[src/rtl/sm_fv_bank_rx.sv]
// rtl/sm_fv_bank_rx.sv - small FV bank receive/serve controller
//
// Captures the sos/eos/A/FV_data beat stream from the big FV bank into the
// local small FV SRAM. It also serves node feature-vector reads to the Edge PEs
// as an sos/eos line stream tagged with the requesting PE.
//
// Ports:
//   clk, reset                  clock, synchronous active-low reset
//   in_sos/in_eos/in_addr/in_data  incoming beat stream (beat valid on sos,
//                                  and on every cycle while receiving)
//   rd_req/rd_node_id/rd_fv_num/rd_pe_tag  Edge PE read request
//   rd_ready                    request acceptance (IDLE only)
//   bank_valid                  bank holds a complete stream
//   sram_cen/sram_wen/sram_addr/sram_wdata/sram_rdata  SRAM macro port
//   pe_sos/pe_eos/pe_data/pe_tag  read line stream to Edge PEs
module sm_fv_bank_rx #(
  parameter int FV_BW          = 128,
  parameter int ADDR_W         = 9,
  parameter int LINES_PER_NODE = 8,
  parameter int NUM_PE         = 4,
  parameter int FVN_W          = 5
) (
  input  logic                                      clk,
  input  logic                                      reset,
  input  logic                                      in_sos,
  input  logic                                      in_eos,
  input  logic [ADDR_W-1:0]                         in_addr,
  input  logic [FV_BW-1:0]                          in_data,
  input  logic                                      rd_req,
  input  logic [ADDR_W-$clog2(LINES_PER_NODE)-1:0]  rd_node_id,
  input  logic [FVN_W-1:0]                          rd_fv_num,
  input  logic [$clog2(NUM_PE)-1:0]                 rd_pe_tag,
  output logic                                      rd_ready,
  output logic                                      bank_valid,
  output logic                                      sram_cen,
  output logic                                      sram_wen,
  output logic [ADDR_W-1:0]                         sram_addr,
  output logic [FV_BW-1:0]                          sram_wdata,
  input  logic [FV_BW-1:0]                          sram_rdata,
  output logic                                      pe_sos,
  output logic                                      pe_eos,
  output logic [FV_BW-1:0]                          pe_data,
  output logic [$clog2(NUM_PE)-1:0]                 pe_tag
);

  localparam int LPN_W = $clog2(LINES_PER_NODE);
  localparam int CNT_W = LPN_W + 1;
  localparam int TAG_W = $clog2(NUM_PE);

  typedef enum logic [1:0] {
    S_IDLE = 2'd0,
    S_RECV = 2'd1,
    S_RD   = 2'd2
  } state_t;

  state_t              state_q, state_d;
  logic [CNT_W-1:0]    cnt_q, cnt_d;
  logic [CNT_W-1:0]    lines_q, lines_d;
  logic [TAG_W-1:0]    tag_q, tag_d;
  logic [ADDR_W-1:0]   base_q, base_d;
  logic                bank_valid_q, bank_valid_d;

  // Two feature values per line: lines = ceil(fv_num/2), at least one line
  // and never more than the lines reserved per node.
  logic [FVN_W:0]      half_lines;
  logic [CNT_W-1:0]    req_lines;

  always_comb begin
    half_lines = ({1'b0, rd_fv_num} + (FVN_W+1)'(1)) >> 1;
    if (half_lines == '0)
      req_lines = CNT_W'(1);
    else if (half_lines > (FVN_W+1)'(LINES_PER_NODE))
      req_lines = CNT_W'(LINES_PER_NODE);
    else
      req_lines = CNT_W'(half_lines);
  end

  always_ff @(posedge clk) begin
    if (!reset) begin
      state_q      <= S_IDLE;
      cnt_q        <= '0;
      lines_q      <= '0;
      tag_q        <= '0;
      base_q       <= '0;
      bank_valid_q <= 1'b0;
    end else begin
      state_q      <= state_d;
      cnt_q        <= cnt_d;
      lines_q      <= lines_d;
      tag_q        <= tag_d;
      base_q       <= base_d;
      bank_valid_q <= bank_valid_d;
    end
  end

  always_comb begin
    state_d      = state_q;
    cnt_d        = cnt_q;
    lines_d      = lines_q;
    tag_d        = tag_q;
    base_d       = base_q;
    bank_valid_d = bank_valid_q;
    sram_cen     = 1'b1;
    sram_wen     = 1'b1;
    sram_addr    = '0;
    sram_wdata   = '0;
    pe_sos       = 1'b0;
    pe_eos       = 1'b0;
    pe_data      = '0;
    pe_tag       = '0;

    case (state_q)
      S_IDLE: begin
        if (in_sos) begin
          // A new stream always wins the port; a simultaneous read is dropped.
          sram_cen     = 1'b0;
          sram_wen     = 1'b0;
          sram_addr    = in_addr;
          sram_wdata   = in_data;
          bank_valid_d = in_eos;
          state_d      = in_eos ? S_IDLE : S_RECV;
        end else if (rd_req) begin
          tag_d     = rd_pe_tag;
          lines_d   = req_lines;
          base_d    = {rd_node_id, {LPN_W{1'b0}}};
          sram_cen  = 1'b0;
          sram_addr = {rd_node_id, {LPN_W{1'b0}}};
          cnt_d     = CNT_W'(1);
          state_d   = S_RD;
        end
      end

      S_RECV: begin
        // Every cycle inside a stream carries a beat; a stray sos is just data.
        sram_cen   = 1'b0;
        sram_wen   = 1'b0;
        sram_addr  = in_addr;
        sram_wdata = in_data;
        if (in_eos) begin
          bank_valid_d = 1'b1;
          state_d      = S_IDLE;
        end
      end

      S_RD: begin
        // cnt_q is the 1-based index of the line currently on sram_rdata.
        pe_data = sram_rdata;
        pe_tag  = tag_q;
        pe_sos  = (cnt_q == CNT_W'(1));
        if (in_sos) begin
          // Incoming stream pre-empts the read: this line closes the read.
          sram_cen     = 1'b0;
          sram_wen     = 1'b0;
          sram_addr    = in_addr;
          sram_wdata   = in_data;
          pe_eos       = 1'b1;
          cnt_d        = '0;
          bank_valid_d = in_eos;
          state_d      = in_eos ? S_IDLE : S_RECV;
        end else if (cnt_q == lines_q) begin
          pe_eos  = 1'b1;
          cnt_d   = '0;
          state_d = S_IDLE;
        end else begin
          sram_cen  = 1'b0;
          sram_addr = base_q + ADDR_W'(cnt_q);
          cnt_d     = cnt_q + CNT_W'(1);
        end
      end

      default: begin
        state_d = S_IDLE;
        cnt_d   = '0;
      end
    endcase

    // While reset is asserted the SRAM and PE ports must already be quiet,
    // before the state register has been cleared by a clock edge.
    if (!reset) begin
      sram_cen   = 1'b1;
      sram_wen   = 1'b1;
      sram_addr  = '0;
      sram_wdata = '0;
      pe_sos     = 1'b0;
      pe_eos     = 1'b0;
      pe_data    = '0;
      pe_tag     = '0;
    end
  end

  assign rd_ready   = (state_q == S_IDLE);
  assign bank_valid = bank_valid_q;

endmodule
[config.mk]
export PLATFORM = sky130hd
export DESIGN_NAME = sm_fv_bank_rx
export DESIGN_NICKNAME = d
export VERILOG_FILES = /design/src/rtl/sm_fv_bank_rx.sv
export SDC_FILE = /design/constraint.sdc
export NUM_CORES = 1
export LEC_CHECK = 0
export ABC_CLOCK_PERIOD_IN_PS = 2000
export CAP_MARGIN = 15
export CORE_AREA = 2 2 215 217
export DETAILED_ROUTE_END_ITERATION = 8
export DIE_AREA = 0 0 217 219
export GPL_ROUTABILITY_DRIVEN = 0
export MAX_ROUTING_LAYER = met4
export SYNTH_ARGS = -nofsm -noshare
export SYNTH_HDL_FRONTEND = slang
export SYNTH_SLANG_ARGS = --single-unit
[constraint.sdc]
create_clock -name clk -period 2 [get_ports clk]
set_input_delay 0.2 -clock clk [delete_from_list [all_inputs] [get_ports clk]]
set_output_delay 0.2 -clock clk [all_outputs]
set_load 0.01 [all_outputs]
# Word-level counts from Yosys, hierarchy flattened

Index checks and enable logic that the tools add are counted.

Register bits: 19
Bits of input ports: 283
Output and inout bits: 273
Word-level logic and storage cells: 74

Add/sub/neg operators: 3
$lt $le $gt $ge: 1
Eq/ne operators: 10
Mux-type cells: 44
Bitwise operators: 2
Reduce and logical (&&, ||, !) cells: 8

Operators with widths:

| operator                                                                        | count |
|---|---|
| 128-bit two-way mux                                                             | 4 |
| 128-bit one-hot mux with 2 select lines                                         | 1 |
| 9-bit two-way mux                                                               | 5 |
| 9-bit one-hot mux with 3 select lines                                           | 1 |
| 4-bit two-way mux                                                               | 6 |
| 1-bit two-way mux                                                               | 15 |
| 2-bit two-way mux                                                               | 7 |
| 4-bit one-hot mux with 3 select lines                                           | 1 |
| 3-bit AND reduction                                                             | 4 |
| 9-bit by 4-bit adder with 9-bit output                                          | 1 |
| 5-bit by 1-bit adder with 6-bit output, second input constant                   | 1 |
| 6-bit logical NOT                                                               | 1 |
| 2-bit != test, second input constant                                            | 3 |
| 3-bit != test, second input constant                                            | 2 |
| 2-bit one-hot mux with 3 select lines                                           | 1 |
| 5-bit by 4-bit greater-than comparator with 1-bit output, second input constant | 1 |
| 4-bit by 1-bit adder with 4-bit output, second input constant                   | 1 |
| 4-bit by 1-bit equality test with 1-bit output, second input constant           | 1 |
| 4-bit equality test                                                             | 1 |
| 1-bit one-hot mux with 2 select lines                                           | 2 |
| 1-bit one-hot mux with 3 select lines                                           | 1 |
| 2-bit by 1-bit equality test with 1-bit output, second input constant           | 1 |
| 2-bit equality test, second input constant                                      | 1 |
| 2-bit logical NOT                                                               | 1 |
| 4 further kinds                                                                 | 5 |

# Logic depth before layout (Yosys ltp)

Depth after elaboration: 5
Mapped depth: 7

# Least setup slack after synthesis

Ideal clock, no wire load.

Path type: flip-flop to output port
From: reg cnt_q[3]
To: out sram_addr[7]
Arrival: 1460 ps
Required time: 1800 ps
Path slack: 340 ps
Stages on the path, launching flop included: 7
Buffers on the path: 0
Cell sequence: dfxtp_1 > ha_1 > ha_1 > nand3_1 > xnor2_1 > nand2_1 > a311oi_1

Longest elaborated chain between the ends: 5

Ends and longest elaborated chain:

| element                                                                              | line     | text |
|---|---|---|
| start: declaration                                                                   | 57       | `logic [CNT_W-1:0] cnt_q, cnt_d;` |
| start signal: assignment                                                             | 88       | `cnt_q <= cnt_d;` |
| 9-bit by 4-bit adder with 9-bit output / 4-bit equality test (equally long branches) | 166, 160 |  |
| 9-bit two-way mux *                                                                  | 160      | `end else if (cnt_q == lines_q) begin` |
| 9-bit two-way mux *                                                                  | 150      | `if (in_sos) begin` |
| 9-bit one-hot mux with 3 select lines *                                              | 112      | `case (state_q)` |
| 9-bit two-way mux *                                                                  | 179      | `if (!reset) begin` |
| end: declaration                                                                     | 37       | `output logic [ADDR_W-1:0] sram_addr,` |

Every way passes the cells marked *; elsewhere a longest branch is shown, timed or not.

# Final worst setup path

From: reg state_q[1]
To: out sram_addr[1]

Longest elaborated chain between the ends: 3

Ends and longest elaborated chain:

| element                                           | line | text |
|---|---|---|
| start: declaration                                | 56   | `state_t state_q, state_d;` |
| start signal: assignment                          | 87   | `state_q <= state_d;` |
| 2-bit equality test, or another cell as far along | 112  |  |
| 9-bit one-hot mux with 3 select lines *           | 112  |  |
| 9-bit two-way mux *                               | 179  |  |

Marks and branches as above.

==> metrics.md <==
| Metric | Value |
|---|---|
| Status | complete, but fails checks |
| Failing checks | setup timing |
| Min-Delay Path Depth | 2 |
| Maximum VDD drop | 229 uV |
| Area of the mapped netlist | between 3000 and 4000 sq um |
| Final Net Count | about 1300 |
| Uppermost layer routed | met4 |
| Crit-path max FO | 3 |
| Setup violators final | 3 |
| Footprint of the multi-input gates | about 2600 sq um |
| Flop2flop setup slack | around 0.20 ns |
| Hold EP | tag_q[1]$_SDFFE_PN0P_ |
| Post-Synth XOR/XNOR Area | around 2.3% |
| Clock slew at reported path FFs | around 0.060 ns |
| Final min period | a little over 2 ns |
| Post-synthesis sequential area ratio | between 10% and 20% |
| Main synth FF type | dfxtp_1 |
| CP Class | flop to primary output |
| Met2 WL | roughly 15 mm |
| Synth top area share | a little over half |
| Residual DRC | 0 |
| Port bufs | 555 |
| Std cell rows | a little under 80 |
| HP Start | tag_q[1]$_SDFFE_PN0P_ |
| CTS Sinks | 19 |
| Initial core utilization | 6.77% |
| Core Box Area | between 40000 and 50000 sq um |
| Setup ws final | -0.0437 ns |
| Hold Crit Class | flop to flop |
| Synth area leaders | and2_1 (53%), dfxtp_1 (12%), nand2_1 (3.4%) |
| Period utilization | 102% |
| Slew Limit Fails | 0 |
| Worst Path Required | roughly 1.8 ns |
| Vias per std cell | ~3.3 |
| Routed WL per cell | 20.9 um |
| Post-synth top cells | and2_1 (259), nand2_1 (28), clkbuf_1 (21) |
| Total gr overflow | 0 |
| Met3 WL | approximately 4.7 mm |
| Max Clk Rate | about 490 MHz |
| IO Pins | around 560 |
| Clk_skew | roughly 0.004 ns |
| Register Area | about 390 sq um |
| Post-synthesis mux area share | less than 1% |
| FILL cells | a little over 5000 |
| Slew HR | 73.1% |
| Reg2Reg Capture Point | cnt_q[3]$_SDFFE_PN0P_ |
| Yosys warning count | 0 |
| First-pass GRT wire length | about 44 mm |
| Drt pass-1 iters | 5 |
| Reg2Reg Launch Point | state_q[1]$_SDFFE_PN0P_ |
| Most common cell in the netlist | and2_1 |
| Syn Area/Cell | approximately 6.6 sq um |
| Placed Instances | between 1500 and 2000 |
| Synth area leader | and2_1 |
| Worst slew pin tran | 0.403 ns |
| Final cell count without fillers | between 1500 and 2000 |
| Synth Area in Compound Gates | a little under an eighth |
| Leak | between 4 and 5 nW |
| CTS Buffer Depth | 2 |
| FFs w/ async S/R, synth | 0% |
| R2R cell count | 9 |
| Synth Area in Simple Gates | 64.6% |
| Die H | 219 um |
| Final wirelength | approximately 35 mm |
| Fin util | a little over a fifth |
| Syn_nets | 749 |
| Vias in the first global route | about 5400 |
| Clk Latency, worst-skew pair | 0.25 ns |
| Area grow syn2layout | 212% |
| Synth unique cells | 46 |
| Fin. Hold Viols | 0 |
| Total CTS buffers | 3 |
| WP data arrival | between 1.5 and 2 ns |
| RSZ-0062 raised after global routing | true |
| PD cells | ~250 nW/um^2 |
| Chip width | ~220 um |
| Post-detail-place hpwl | approximately 29 mm |
| Max-cap violations | 0 |
| CTS tree | done |
| Post-route ant nets | 0 |
| Layout cells sized above 1 | between 30% and 40% |
| CTS Root Cell | clkbuf_16 |
| Largest net degree at the start of global routing | 35 |
| GRT Total Usage | between 10 and 15% |
| Antenna violations before repair | 3 |
| Post-Route M1 WL | about 15 mm |
| Main combinational cell family by area after synthesis | simple AND/OR/NAND/NOR gates |
| Vias post-DR | between 5000 and 6000 |
| DIE AREA | between 40000 and 50000 sq um |
| H-tree Lvls | 1 |
| CP endpoint kind | primary output |
| Adder-Cell Fraction of Synth Area | around 2.0% |
| Post-synth EDFFs | 0 |
| Seq cells post-synth | 19 |
| WHS | 0.453 ns |
| Worst setup SP type | flop |
| Post-Synthesis Cells | 461 |
| Initial DRC count | about 150 |
==> repair_timing <==
action	CTS	global route
buffers inserted	7	6
gates cloned	9	3
setup endpoints to repair	264	224
pin swaps	9	11
hold buffers	0	0
resized for setup	447	359
==> through the flow <==
stage / power [mW] / TNS [ns] / setup WS [ns] / cell area [sq um]
5_1_grt: 2.56 / -1.15 / -0.124 / 9540
6_report: 2.42 / -0.0981 / -0.0437 / 9540
4_1_cts: 2.39 / -1.30 / -0.0879 / 9840
3_5_place_dp: 1.95 / -68.86 / -0.462 / 9560
2_1_floorplan: 0.807 / 0 / 0.340 / 3050
3_3_place_gp: 1.95 / -67.91 / -0.443 / 9560
==> final cells by class <==
type / count / area share, %
Antenna cell: 1 / 0.0262
Clock buffer: 3 / 0.787
Clock inverter: 1 / 0.0524
Inverter: 8 / 0.328
Multi-Input combinational cell: 397 / 27.7
Sequential cell: 19 / 4.05
Tap cell: 600 / 7.87
Timing Repair Buffer: 626 / 59.2
==> state kept, by name (all words and copies together), names as in the netlist <==
name,flops
cnt_q,4
bank_valid,1
base_q,6
tag_q,2
lines_q,4
state_q,2
==> cells by family after synthesis <==
family                     after synthesis
buffers and inverters                   45
and+or+nand+nor                        331
muxes                                    1
xor gates and xnor gates                 8
adders and majority gates                5
DFF                                     19
AOI/OAI and AO/OA                       52
==> cells in the final DEF (no fill, tap or decap), drive strengths merged, types with 4 or more instances in the layout <==
cell	count
nand3	4
dfxtp	19
clkbuf	136
nor3	4
o21ai	6
dlygate4sd2	37
nor2	17
nor2b	4
inv	7
a31oi	4
clkdlybuf4s50	282
clkdlybuf4s15	29
xnor2	7
and2	259
a22oi	5
nand2	28
a21oi	18
ha	5
buf	142
==> report_power, final <==
group | internal (mW) | switching, mW
Combinational | 0.981 | 0.610
Clock | 0.268 | 0.147
Sequential | 0.395 | 0.0147
==> routing by layer <==
layer / GRT usage, % / vias up
met5: - / -
met1: 17.2 / 2582
met4: 0.799 / 0
met3: 7.00 / 10
met2: 19.8 / 257
li1: - / 2654
==> critical path, stage by stage (launching register included) <==
cell and delay [ns]:
dfxtp_2 0.33, buf_6 0.09, or3b_4 0.37, a41oi_2 0.21
buf_4 0.16, buf_6 0.11, a22oi_2 0.07, nor2_1 0.10
buf_2 0.14
==> worst max-delay path by stage <==
stage                                 start            to  cells after the start
floorplan             cnt_q[3]$_SDFFE_PN0P_  sram_addr[7]                      6
global placement                     in_sos  sram_addr[2]                      7
detailed placement                   in_sos  sram_addr[1]                      7
CTS                 state_q[1]$_SDFFE_PN0P_    pe_data[5]                      8
global route        state_q[1]$_SDFFE_PN0P_  sram_addr[1]                      8
finish              state_q[1]$_SDFFE_PN0P_  sram_addr[1]                      8
No activity file was read; power rests on OpenSTA's default activity.
